===== src/rtl/fetch_pkg.sv =====
// Shared constants and entry type for the instruction fetch sequencer.
package fetch_pkg;

  localparam int FETCH_Q_DEPTH = 2;
  localparam int PC_INC        = 4;
  localparam int FETCH_CNT_W   = $clog2(FETCH_Q_DEPTH + 1);

  // Default {pc, inst} pairing for the 32-bit PC / 32-bit instruction build.
  typedef struct packed {
    logic [31:0] pc;
    logic [31:0] inst;
  } fetch_entry_t;

endpackage


===== src/rtl/fetch_fifo.sv =====
// Two-entry synchronous queue of fetched {pc, inst} pairs toward decode.
// Entry 0 is always the head; the head output reads as zero when empty.
module fetch_fifo
  import fetch_pkg::*;
#(
  parameter type entry_t = fetch_entry_t
) (
  input  logic                   clk,
  input  logic                   reset_n,
  input  logic                   push,
  input  logic                   pop,
  input  logic                   flush,
  input  entry_t                 wr_data,
  output logic [FETCH_CNT_W-1:0] count,
  output entry_t                 head
);

  entry_t mem0;
  entry_t mem1;
  logic   pop_ok;
  logic   push_ok;

  // Ignore pops on an empty queue and pushes into a full queue that is not draining.
  assign pop_ok  = pop && (count != '0);
  assign push_ok = push && ((count < FETCH_CNT_W'(FETCH_Q_DEPTH)) || pop_ok);

  // Storage and occupancy; flush wins over any push or pop.
  always_ff @(posedge clk or negedge reset_n) begin
    if (!reset_n) begin
      count <= '0;
      mem0  <= '0;
      mem1  <= '0;
    end else if (flush) begin
      count <= '0;
    end else begin
      case ({push_ok, pop_ok})
        2'b10: begin
          if (count == '0) mem0 <= wr_data;
          else             mem1 <= wr_data;
          count <= count + 1'b1;
        end
        2'b01: begin
          mem0  <= mem1;
          count <= count - 1'b1;
        end
        2'b11: begin
          if (count == FETCH_CNT_W'(1)) begin
            mem0 <= wr_data;
          end else begin
            mem0 <= mem1;
            mem1 <= wr_data;
          end
        end
        default: ;
      endcase
    end
  end

  assign head = (count != '0) ? mem0 : '0;

endmodule


===== src/rtl/fetch_ctrl.sv =====
// Instruction fetch sequencer: owns the PC, reads imem every cycle and
// queues {pc, inst} toward decode. Redirects flush the queue and reload PC.
// Optional FETCH_PERF_EN adds saturating fetched/stall counters.
module fetch_ctrl
  import fetch_pkg::*;
#(
  parameter int                  ADDR_BIT_WIDTH = 11,
  parameter int                  DATA_BIT_WIDTH = 32,
  parameter int                  PC_WIDTH       = 32,
  parameter logic [PC_WIDTH-1:0] START_PC       = 32'h40
) (
  input  logic                      clk,
  input  logic                      reset_n,
  output logic [ADDR_BIT_WIDTH-1:0] imem_addr,
  input  logic [DATA_BIT_WIDTH-1:0] imem_data,
  input  logic                      redirect_valid,
  input  logic [PC_WIDTH-1:0]       redirect_pc,
  output logic                      out_valid,
  input  logic                      out_ready,
  output logic [DATA_BIT_WIDTH-1:0] out_inst,
  output logic [PC_WIDTH-1:0]       out_pc
`ifdef FETCH_PERF_EN
  ,
  output logic [31:0]               perf_fetched,
  output logic [31:0]               perf_stall
`endif
);

  typedef struct packed {
    logic [PC_WIDTH-1:0]       pc;
    logic [DATA_BIT_WIDTH-1:0] inst;
  } entry_t;

  logic [PC_WIDTH-1:0]    pc;
  logic [FETCH_CNT_W-1:0] count;
  logic                   push;
  logic                   pop;
  entry_t                 wr_entry;
  entry_t                 head;

  assign out_valid = (count != '0);
  assign pop       = out_valid && out_ready;
  assign push      = !redirect_valid && ((count < FETCH_CNT_W'(FETCH_Q_DEPTH)) || pop);

  assign imem_addr     = pc[ADDR_BIT_WIDTH+1:2];
  assign wr_entry.pc   = pc;
  assign wr_entry.inst = imem_data;
  assign out_pc        = head.pc;
  assign out_inst      = head.inst;

  // PC register: redirect target (word aligned) beats sequential advance.
  always_ff @(posedge clk or negedge reset_n) begin
    if (!reset_n) begin
      pc <= START_PC;
    end else if (redirect_valid) begin
      pc <= redirect_pc & ~PC_WIDTH'(3);
    end else if (push) begin
      pc <= pc + PC_WIDTH'(PC_INC);
    end
  end

  fetch_fifo #(
    .entry_t (entry_t)
  ) u_fifo (
    .clk     (clk),
    .reset_n (reset_n),
    .push    (push),
    .pop     (pop),
    .flush   (redirect_valid),
    .wr_data (wr_entry),
    .count   (count),
    .head    (head)
  );

`ifdef FETCH_PERF_EN
  // Saturating counters: delivered instructions and cycles stalled on a full queue.
  always_ff @(posedge clk or negedge reset_n) begin
    if (!reset_n) begin
      perf_fetched <= '0;
      perf_stall   <= '0;
    end else begin
      if (pop && (perf_fetched != '1)) perf_fetched <= perf_fetched + 32'd1;
      if ((count == FETCH_CNT_W'(FETCH_Q_DEPTH)) && !pop && (perf_stall != '1))
        perf_stall <= perf_stall + 32'd1;
    end
  end
`else
  // Performance counters are not built in this configuration.
`endif

endmodule

===== config.mk =====
export PLATFORM = sky130hd
export DESIGN_NAME = fetch_ctrl
export DESIGN_NICKNAME = d
export VERILOG_FILES = /design/src/rtl/fetch_pkg.sv /design/src/rtl/fetch_fifo.sv /design/src/rtl/fetch_ctrl.sv
export SDC_FILE = /design/constraint.sdc
export NUM_CORES = 1
export LEC_CHECK = 0
export ABC_AREA = 1
export CORE_AREA = 2 2 138 140
export CTS_CLUSTER_SIZE = 20
export DETAILED_ROUTE_END_ITERATION = 6
export DIE_AREA = 0 0 140 142
export MAX_ROUTING_LAYER = met4
export PLACE_DENSITY_LB_ADDON = 0.2
export SLEW_MARGIN = 25
export SYNTH_ARGS = -nofsm -noshare
export SYNTH_HDL_FRONTEND = slang
export SYNTH_SLANG_ARGS = --single-unit

===== constraint.sdc =====
create_clock -name clk -period 2.3 [get_ports clk]
set_input_delay 0.46 -clock clk [delete_from_list [all_inputs] [get_ports clk]]
set_output_delay 0.46 -clock clk [all_outputs]
set_load 0.1 [all_outputs]

==> flow_summary.ini <==
[synth]
yosys-top-cells-count = nand2_1, dfrtp_1, inv_1
synth_cells = 1036
synth_most_common_cell = nand2_1
ys_seq_area_share_pct = 48.5
syn_area_um2 = 8100
synth_area_per_cell_um2 = 7.82
synthTopCellsByArea = dfrtp_1, nand2_1, inv_1
synth-seq-cells = 157
synth_edf_count = 0
yosysTopAreaCell = dfrtp_1
synth_flop_cell = dfrtp_1
syn-num-nets = 1107
yosys_warnings = 0
synth.distinct_cells = 30
synthArstFlopShare_pct = 100
yosys.area.top_type_share_pct = 48.2

[grt]
grt_max_degree = 68
grt_pass1_vias = 6726
grt_use_total_pct = 22.3
grt_pass1_wl_mm = 34.4
overflow = 0
antenna_found_initial = 0

[route]
route.detailed.drc = 13
wl_mm = 20.6
ant_nets = 0
first_iter_violations = 471
detail_route.wl_per_cell_um = 14.6
drt_pass1_iterations = 7
via_per_inst = 4.95
dr_total_vias = 7001

[cts]
clockBufferDepth = 2
root_buffer = clkbuf_16
numCtsBuffers = 17
cts_tree = done
clock_latency_ns = 0.43
path_clk_slew_ns = 0.07
htree_num_levels = 4
clock-sinks = 157

[min_path]
hp-class = reg -> reg
whs_path_depth = 2
hp-start = u_fifo.mem1[40]$_DFFE_PN0P_
min_to = u_fifo.mem1[40]$_DFFE_PN0P_

[worst_setup_path]
r2r_slack_ns = 0.30
end_kind = output port
worstSetupStartpointType = flop
worstPathArrival_ns = 1.74
critical_path.slowest_cell = dfrtp_1
critPathKind = reg -> out
crit_chain = inv_1 -> ha_4 -> buf_12 -> buf_12 -> nor2_2 -> buf_12
cpPeakStageDelay_ns = 0.34
reg2regPathDepth = 12
r2r-start = u_fifo.count[0]$_DFFE_PN0P_
cp.required_ns = 1.84
crit_top_cell = buf_12
rr_endpoint = u_fifo.mem0[16]$_DFFE_PN0P_
path_max_fanout = 13

[die]
start_util_pct = 43.9
io_pins = 144
num_rows = 50
die-area_um2 = 19900
dieWidth_um = 140
dieHeight_um = 142
fp.coreArea_um2 = 18500

[finish]
fin_area_um2 = 11500
postLayoutCoreUtil_pct = 62.3
nFillCells = 1598
n_antenna_cell = 0
finalNetCount = 1237
area_growth_pct = 41.9
layout-drive-gt1-share_pct = 21.0

[run_status]
status = finished with violations
violations = design-rule violations

[timing]
rsz0062_at_grt = no
hold_ws_ns = 0.488
setup_ws_ns = 0.105
fin_crit_sh_pct = 95.4
fmax_mhz = 456
slew_headroom_pct = 62.1
slew_viol_final = 0
tightest_slew_ns = 0.567
period_needed_ns = 2.20
final-setup-viol-count = 0
finalHoldViolations = 0
clock_skew_ns = 0.00625

[job]
max_cap_violations = 0

[placed_design]
place_ws_ns = 0.0101
dp_hpwl_mm = 14.6
placed_area_um2 = 10800
portBuffers = 141
finalWeightedCongestion = 0.951
flip-flops by register name, summed over array words and instances (netlist names):
name	count
u_fifo.mem1	62
u_fifo.count	2
pc	30
u_fifo.mem0	63
worst max-delay path: cells and delay by family, from the launching register on:
kind | cells | cell delay [ns]
and+or+nand+nor | 1 | 0.17
DFF | 1 | 0.34
adders and majority gates | 1 | 0.20
buffers and inverters | 4 | 0.59
stage by stage:
| step | setup TNS, ns | std cells |
|---|---|---|
| after floorplan | -7.75 | 1036 |
| after global placement | 0 | 1376 |
| after detailed placement | 0 | 1376 |
| after CTS | 0 | 1410 |
| after global routing | 0 | 1413 |
| final | 0 | 1413 |
kinds of logic after synthesis:
logic type | share of synthesized area, %
xor+xnor | 0.865
fa+ha+maj | 0.463
flops | 48.5
simple gates | 21.3
buf+inv | 11.4
compound gates | 17.5
how the worst max path moves through the flow:
stage                                start                           to  slack [ns]  depth (start not counted)
6_report       u_fifo.count[0]$_DFFE_PN0P_                 out_inst[18]        0.11                          6
5_1_grt        u_fifo.count[0]$_DFFE_PN0P_                    out_pc[7]       0.008                          6
4_1_cts        u_fifo.count[1]$_DFFE_PN0P_                 out_inst[18]       0.002                          6
3_5_place_dp                     out_ready  u_fifo.mem0[17]$_DFFE_PN0P_        0.01                         11
3_3_place_gp                     out_ready  u_fifo.mem0[21]$_DFFE_PN0P_        0.05                         11
2_1_floorplan  u_fifo.count[1]$_DFFE_PN0P_                  out_inst[0]       -0.30                          4
area by class of cell:
| cell class | instances | area (um2) | area share (%) |
|---|---|---|---|
| Sequential cell | 157 | 3930 | 34.2 |
| Multi-Input combinational cell | 667 | 3610 | 31.4 |
| Timing Repair Buffer | 177 | 2540 | 22.1 |
| Inverter | 146 | 551 | 4.79 |
| Clock buffer | 17 | 425 | 3.70 |
| Tap cell | 234 | 293 | 2.55 |
| Clock inverter | 15 | 141 | 1.23 |
layer usage:
metal	GRT usage [%]	up-vias	wire (um)
li1	-	3534	-
met1	31.1	3271	9690
met2	33.9	173	9680
met3	3.30	23	867
met4	6.96	0	333
met5	-	-	0
cells in the final DEF (no fill, tap or decap), types with 18 or more instances in the layout:
master / instances
nand2_1: 272
dfrtp_1: 156
inv_1: 141
buf_12: 81
o21ai_0: 80
clkdlybuf4s50_1: 64
nor2_1: 59
o21ai_1: 53
nand3_1: 42
nor2_4: 37
o211ai_1: 34
o211ai_2: 30
buf_4: 25
nor2_2: 24
clkbuf_16: 18
repair_timing:
item | CTS | global route
cloned | 0 | 1
endpoints found under the setup margin | 35 | 43
pin swaps | 1 | 1
hold buffers | 1 | 0
setup buffers | 1 | 2
endpoints found under the hold margin | 34 | 0
resized for setup | 4 | 2
Power is left out: the tool's default activity adds up to more than one toggle a clock period on the data nets, which glitch-free logic cannot reach.
